`src/rtl/axi_trace_ctrl.sv`:
```
// axi_trace_ctrl: trigger/window controller that selects which handshaked AXI
// beats get logged. Software arms it. The first address-matched AW/AR
// handshake opens a capture window, and the window then qualifies a bounded
// number of beats.
//
// Build option: define AXI_TRACE_CTRL_TIMEOUT_EN to close a capture window
// after TimeoutCycles consecutive cycles without a qualified handshake.
//
// Ports:
//   clk_i, rst_ni        clock, synchronous active-low reset
//   axi_req_i/resp_i     monitored AXI request/response (observe only)
//   arm_i, disarm_i      software arm / abort pulses
//   trig_on_aw/ar_i      channels allowed to trigger
//   trig_base/mask_i     address compare (mask bit 1 = compared)
//   chan_en_i            channel enables {R,B,W,AR,AW}
//   capture_len_i        beats per window, 0 = unlimited
//   log_valid_o          per-channel log strobe {R,B,W,AR,AW}, combinational
//   state_o              0 IDLE, 1 ARMED, 2 CAPTURE, 3 DONE
//   beat_cnt_o           beats qualified in the current window (saturating)
//   triggered_o          sticky, set when the trigger fires
//   timeout_o            sticky, set when the window is closed by idle timeout

package axi_trace_pkg;
    localparam int unsigned AxiAddrWidth = 64;
    localparam int unsigned AxiDataWidth = 64;

    typedef struct packed {
        logic [AxiAddrWidth-1:0] addr;
        logic [7:0]              len;
    } axi_ax_t;

    typedef struct packed {
        logic [AxiDataWidth-1:0] data;
        logic                    last;
    } axi_w_t;

    typedef struct packed {
        logic [1:0] resp;
    } axi_b_t;

    typedef struct packed {
        logic [AxiDataWidth-1:0] data;
        logic [1:0]              resp;
        logic                    last;
    } axi_r_t;

    typedef struct packed {
        axi_ax_t aw;
        logic    aw_valid;
        axi_w_t  w;
        logic    w_valid;
        logic    b_ready;
        axi_ax_t ar;
        logic    ar_valid;
        logic    r_ready;
    } axi_req_t;

    typedef struct packed {
        logic   aw_ready;
        logic   w_ready;
        axi_b_t b;
        logic   b_valid;
        logic   ar_ready;
        axi_r_t r;
        logic   r_valid;
    } axi_resp_t;
endpackage

module axi_trace_ctrl #(
    parameter type         axi_req_t     = axi_trace_pkg::axi_req_t,
    parameter type         axi_resp_t    = axi_trace_pkg::axi_resp_t,
    parameter int unsigned AddrWidth     = 64,
    parameter int unsigned CntWidth      = 16,
    parameter int unsigned TimeoutCycles = 1024
) (
    input  logic                 clk_i,
    input  logic                 rst_ni,
    input  axi_req_t             axi_req_i,
    input  axi_resp_t            axi_resp_i,
    input  logic                 arm_i,
    input  logic                 disarm_i,
    input  logic                 trig_on_aw_i,
    input  logic                 trig_on_ar_i,
    input  logic [AddrWidth-1:0] trig_base_i,
    input  logic [AddrWidth-1:0] trig_mask_i,
    input  logic [4:0]           chan_en_i,
    input  logic [CntWidth-1:0]  capture_len_i,
    output logic [4:0]           log_valid_o,
    output logic [1:0]           state_o,
    output logic [CntWidth-1:0]  beat_cnt_o,
    output logic                 triggered_o,
    output logic                 timeout_o
);

    localparam int unsigned SumWidth = CntWidth + 1;

    typedef enum logic [1:0] {
        ST_IDLE    = 2'd0,
        ST_ARMED   = 2'd1,
        ST_CAPTURE = 2'd2,
        ST_DONE    = 2'd3
    } state_e;

    state_e              r_state, w_state_nxt;
    logic [CntWidth-1:0] r_beat_cnt, w_cnt_nxt;
    logic                r_triggered, w_trig_nxt;
    logic                r_timeout, w_to_nxt;

    logic [4:0]          w_hs, w_qual;
    logic                w_aw_match, w_ar_match, w_trig, w_arm, w_in_window;
    logic [2:0]          w_pop;
    logic [SumWidth-1:0] w_sum;
    logic [CntWidth-1:0] w_cnt_sat;
    logic                w_len_done;
    logic                w_unused;

    // Handshakes, bit order {R,B,W,AR,AW}
    assign w_hs = {axi_resp_i.r_valid  & axi_req_i.r_ready,
                   axi_resp_i.b_valid  & axi_req_i.b_ready,
                   axi_req_i.w_valid   & axi_resp_i.w_ready,
                   axi_req_i.ar_valid  & axi_resp_i.ar_ready,
                   axi_req_i.aw_valid  & axi_resp_i.aw_ready};
    assign w_qual = w_hs & chan_en_i;

    // Trigger uses the raw handshake; channel enables only gate logging
    assign w_aw_match = trig_on_aw_i & w_hs[0] &
        (((AddrWidth'(axi_req_i.aw.addr) ^ trig_base_i) & trig_mask_i) == '0);
    assign w_ar_match = trig_on_ar_i & w_hs[1] &
        (((AddrWidth'(axi_req_i.ar.addr) ^ trig_base_i) & trig_mask_i) == '0);
    assign w_trig = w_aw_match | w_ar_match;

    // Disarm has priority over a simultaneous arm
    assign w_arm = arm_i & ~disarm_i;

    // The trigger cycle is part of the window
    assign w_in_window = (r_state == ST_CAPTURE) | ((r_state == ST_ARMED) & w_trig);

    always_comb begin
        log_valid_o = '0;
        if (w_in_window) log_valid_o = w_qual;
    end

    // Unsaturated sum drives the length compare; the stored count saturates
    assign w_pop      = 3'($countones(log_valid_o));
    assign w_sum      = {1'b0, r_beat_cnt} + SumWidth'(w_pop);
    assign w_cnt_sat  = w_sum[CntWidth] ? '1 : w_sum[CntWidth-1:0];
    assign w_len_done = (capture_len_i != '0) && (w_sum >= {1'b0, capture_len_i});

`ifdef AXI_TRACE_CTRL_TIMEOUT_EN
    localparam int unsigned IdleWidth = $clog2(TimeoutCycles + 1);

    logic [IdleWidth-1:0] r_idle, w_idle_nxt;
    logic                 w_idle_expire;

    assign w_idle_expire = (w_qual == '0) && (r_idle == IdleWidth'(TimeoutCycles - 1));

    // Idle counter runs only in CAPTURE, so entering CAPTURE starts it at 0
    always_comb begin
        w_idle_nxt = '0;
        if ((r_state == ST_CAPTURE) && (w_qual == '0) && !w_idle_expire)
            w_idle_nxt = r_idle + IdleWidth'(1);
    end

    always_ff @(posedge clk_i) begin
        if (!rst_ni) r_idle <= '0;
        else         r_idle <= w_idle_nxt;
    end
`endif

    // Next-state and counter/flag update
    always_comb begin
        w_state_nxt = r_state;
        w_cnt_nxt   = r_beat_cnt;
        w_trig_nxt  = r_triggered;
        w_to_nxt    = r_timeout;
        case (r_state)
            ST_IDLE, ST_DONE: begin
                if (w_arm) begin
                    w_state_nxt = ST_ARMED;
                    w_cnt_nxt   = '0;
                    w_trig_nxt  = 1'b0;
                    w_to_nxt    = 1'b0;
                end
            end
            ST_ARMED: begin
                if (w_trig) begin
                    w_trig_nxt  = 1'b1;
                    w_cnt_nxt   = w_cnt_sat;
                    w_state_nxt = w_len_done ? ST_DONE : ST_CAPTURE;
                end
            end
            ST_CAPTURE: begin
                w_cnt_nxt = w_cnt_sat;
                if (w_len_done) begin
                    w_state_nxt = ST_DONE;
                end
`ifdef AXI_TRACE_CTRL_TIMEOUT_EN
                else if (w_idle_expire) begin
                    w_state_nxt = ST_DONE;
                    w_to_nxt    = 1'b1;
                end
`endif
            end
            default: w_state_nxt = ST_IDLE;
        endcase
        if (disarm_i) w_state_nxt = ST_IDLE;
    end

    always_ff @(posedge clk_i) begin
        if (!rst_ni) begin
            r_state     <= ST_IDLE;
            r_beat_cnt  <= '0;
            r_triggered <= 1'b0;
            r_timeout   <= 1'b0;
        end else begin
            r_state     <= w_state_nxt;
            r_beat_cnt  <= w_cnt_nxt;
            r_triggered <= w_trig_nxt;
            r_timeout   <= w_to_nxt;
        end
    end

    assign state_o     = r_state;
    assign beat_cnt_o  = r_beat_cnt;
    assign triggered_o = r_triggered;
    assign timeout_o   = r_timeout;

    // Payload fields and the timeout limit are not needed in every build
    assign w_unused = ^{axi_req_i, axi_resp_i, TimeoutCycles};

endmodule

```
`config.mk`:
```
export PLATFORM = sky130hd
export DESIGN_NAME = axi_trace_ctrl
export DESIGN_NICKNAME = d
export VERILOG_FILES = /design/src/rtl/axi_trace_ctrl.sv
export SDC_FILE = /design/constraint.sdc
export NUM_CORES = 1
export LEC_CHECK = 0
export CAP_MARGIN = 20
export CORE_AREA = 4 4 177 179
export DETAILED_ROUTE_END_ITERATION = 16
export DIE_AREA = 0 0 181 183
export PLACE_DENSITY = 0.42
export SLEW_MARGIN = 20
export SYNTH_ARGS = -nofsm -noshare
export SYNTH_HDL_FRONTEND = slang
export SYNTH_SLANG_ARGS = --single-unit
```
`constraint.sdc`:
```
create_clock -name clk_i -period 20.7 [get_ports clk_i]
set_clock_uncertainty 0.1 [all_clocks]
set_input_delay 4.14 -clock clk_i [delete_from_list [all_inputs] [get_ports clk_i]]
set_output_delay 4.14 -clock clk_i [all_outputs]
set_load 0.005 [all_outputs]
```
==> key figures <==
STA
  – Worst-margin pin slew: 883 ps
  – WHS: 382 ps
  – Post-Route Setup TNS: 0 ps
  – Worst slew margin: 41.1%
  – Unrepaired setup endpoints after global routing: false
  – Fmax: 85.0 MHz
  – Final Hold Fails: 0
  – Final-report max-slew violation count: 0
  – Minimum clock period: 11770 ps
  – Setup-failing EPs final: 0
  – Period utilization: 56.9%

Logic synthesis
  – Top cells by area, synth: xor2_1 31%, a22oi_1 11%, dfxtp_1 11%
  – Synth Register Bits: 19
  – Post-synth top area cell: xor2_1
  – Mux contribution to synthesized area: 0%
  – Post-Synth XOR/XNOR Area: 34.4%
  – Synth warn: 0
  – Synth cell count leaders: 130 x xor2_1, 52 x a22oi_1, 32 x inv_1, 24 x nor2_1
  – Syn Area/Cell: 7.75 um2
  – Sequential element share of the synthesized area: 10.5%
  – Cells after Synth: 467
  – Syn nets: 935
  – Top FF cell, synth: dfxtp_1
  – Post-synth EDFFs: 0
  – Post-synthesis adder-cell area fraction: 9.27%
  – Asr flop ratio synth: 0%
  – Post-Syn Area: 3620 um2
  – Combinational family with the most area after synthesis: XOR/XNOR gates
  – Simple-gate share of the synthesized area: 16.0%
  – Synth cell types: 42
  – Most common cell in the synthesized netlist: xor2_1
  – Area share of the largest cell type after synthesis: 31.5%
  – Synth Area in Compound Gates: 25.3%

Finish
  – Area grow syn2layout: 103%
  – Fillers: 3310
  – Area taken by flip-flops and latches: 380 um2
  – Area of the multi-input gates: 3080 um2
  – Post-route insts no fill: 1172
  – Final Net Count: 1249
  – Share of cells above drive strength 1: 1.41%
  – Fin area: 7330 um2

Status
  – Status: complete, no violations

Power
  – Cell Pwr Density: 27.1 nW/um2
  – Overall power of the completed layout: 0.199 mW
  – Static leakage power: 2.80 nW
  – Peak VDD IR: 25.1 uV

Setup path
  – R2R setup slack: 14570 ps
  – CP Cell Sequence: clkdlybuf4s50_1 > xor2_1 > a22oi_1 > nand4_1 > nor4_1 > nand4_1 > o41ai_2 > a21oi_2 > nor2_1 > clkdlybuf4s50_1
  – CP max FO: 9
  – R2R Path End: state_o[1]
  – Critical path arrival: 7530 ps
  – CP Buf/Inv Count: 2
  – Crit-path slowest cell: clkdlybuf4s50_1
  – Top delay family on crit path: simple AND/OR/NAND/NOR gates
  – CP max stage delay: 540 ps
  – Worst setup SP type: primary input
  – Worst r2r src: state_o[1]
  – CP Class: primary input to output pin
  – Reg2Reg Depth: 22
  – Worst Path Required: 16460 ps
  – Critical Path End Type: output pin

CTS
  – Root Driver: clkbuf_16
  – Clk slew on worst S/H paths: 70 ps
  – CTS Buffer Depth: 2
  – Setup Fix Bufs, Post-CTS: 0
  – CTS H-tree lvls: 1
  – CTS tree: built
  – Post-CTS Hold Buffers: 0
  – Latest clock arrival within the worst-skew pair: 260 ps
  – Number of CTS-inserted buffers: 3
  – CTS-repair resized insts: 0
  – Clock Sink Count: 19

Floorplan
  – Die height: 183 um
  – Initial Util: 12.2%
  – Core Rows: 63
  – Core box area: 29600 um2
  – Die area: 33100 um2
  – Die X: 181 um
  – I/O pins: 468

Route
  – First-pass DRT Iterations: 5
  – # DRC: 0
  – DRT iter0 DRCs: 237
  – Via density per instance: 4.12
  – Avg WL per Cell: 24.0 um
  – Post-route antenna net violation count: 0
  – Via Count: 4834
  – Final WL: 28200 um

Worst hold path
  – Worst min-delay path startpoint: beat_cnt_o[0]
  – Hold Path Class: register to register
  – Hold depth: 2
  – Hold EP: beat_cnt_o[0]

Place
  – Final GP Congestion: 0.833
  – PortBufs: 316
  – Dpl hpwl: 26000 um
  – Placed Area: 7240 um2
  – Placed insts: 1166

Global route
  – Global route overflow: 0
  – GRT Resource Usage Total: 16.0%
  – Largest net degree at the start of global routing: 22
  – Initial antenna violation count: 29
  – Vias in the first global route: 5165
  – First-pass GRT wire length: 37900 um

Job
  – Max cap viols: 0
cell usage in the layout (no fill, tap or decap), types with 13 or more instances in the layout:
cell type        netlist  final
a21boi_1              13     13
a21oi_1               13     13
nor2_1                24     24
inv_1                 32     32
a22oi_1               52     52
nand2_1               18     18
nand3_1               14     14
xor2_1               130    130
dfxtp_1               19     19
ha_1                  22     22
clkdlybuf4s50_1        0    316
nand4_1               22     22
worst min-delay path, cell delays in order (launching register included):
cell      delay (ps)
dfxtp_1          320
nand2b_1          70
a21boi_1          50
cell families (layout without fill, tap and decap cells):
kind of cell	after synthesis	count (layout)
and+or+nand+nor	112	112
AOI/OAI and AO/OA	127	127
adders and majority gates	25	25
DFF	19	19
other	1	3
buffers and inverters	41	354
xor gates and xnor gates	142	142
worst max path at each step:
stage	start	to	slack, ps	depth (start not counted)
6_report	trig_base_i[37]	log_valid_o[2]	8930	10
5_1_grt	trig_base_i[37]	state_o[1]	8430	27
4_1_cts	trig_base_i[32]	log_valid_o[2]	8810	10
3_5_place_dp	trig_base_i[37]	state_o[1]	8660	27
3_3_place_gp	trig_base_i[32]	state_o[1]	8610	27
2_1_floorplan	axi_req_i[202]	state_o[1]	10700	26
sequential cells by signal, indices dropped and copies added, names as in the netlist:
name,count
beat_cnt_o,16
state_o,2
triggered_o,1
report_power, final:
part           switching (mW)  internal, mW
logic                  0.0471        0.0714
clock network          0.0173        0.0260
registers            0.000218        0.0368
metrics by stage:
step	setup WS [ps]	utilization [%]
floorplan	10700	-
global placement	8610	24.5
detailed placement	8660	24.5
CTS	8810	24.8
global route	8430	24.8
finish	8930	24.8
cell type report:
| type | instances | area share, % |
|---|---|---|
| repair buffers | 318 | 43.4 |
| well taps | 390 | 6.66 |
| diodes | 2 | 0.0683 |
| clock inverters | 1 | 0.0683 |
| flip-flops and latches | 19 | 5.19 |
| clock buffers | 3 | 1.02 |
| multi-input cells | 407 | 42.0 |
| inverters | 32 | 1.64 |
layer usage:
layer  wire length [um]  track usage (%)  part of all wire [%]  up-vias
li1                   -                -                     -     2311
met1              12600             21.7                    45     2155
met2              11600             24.3                    41      288
met3               3540             7.36                    13       44
met4                291             2.04                   1.0       36
met5                209                0                  0.74        -
No activity file was read; power rests on OpenSTA's default activity.
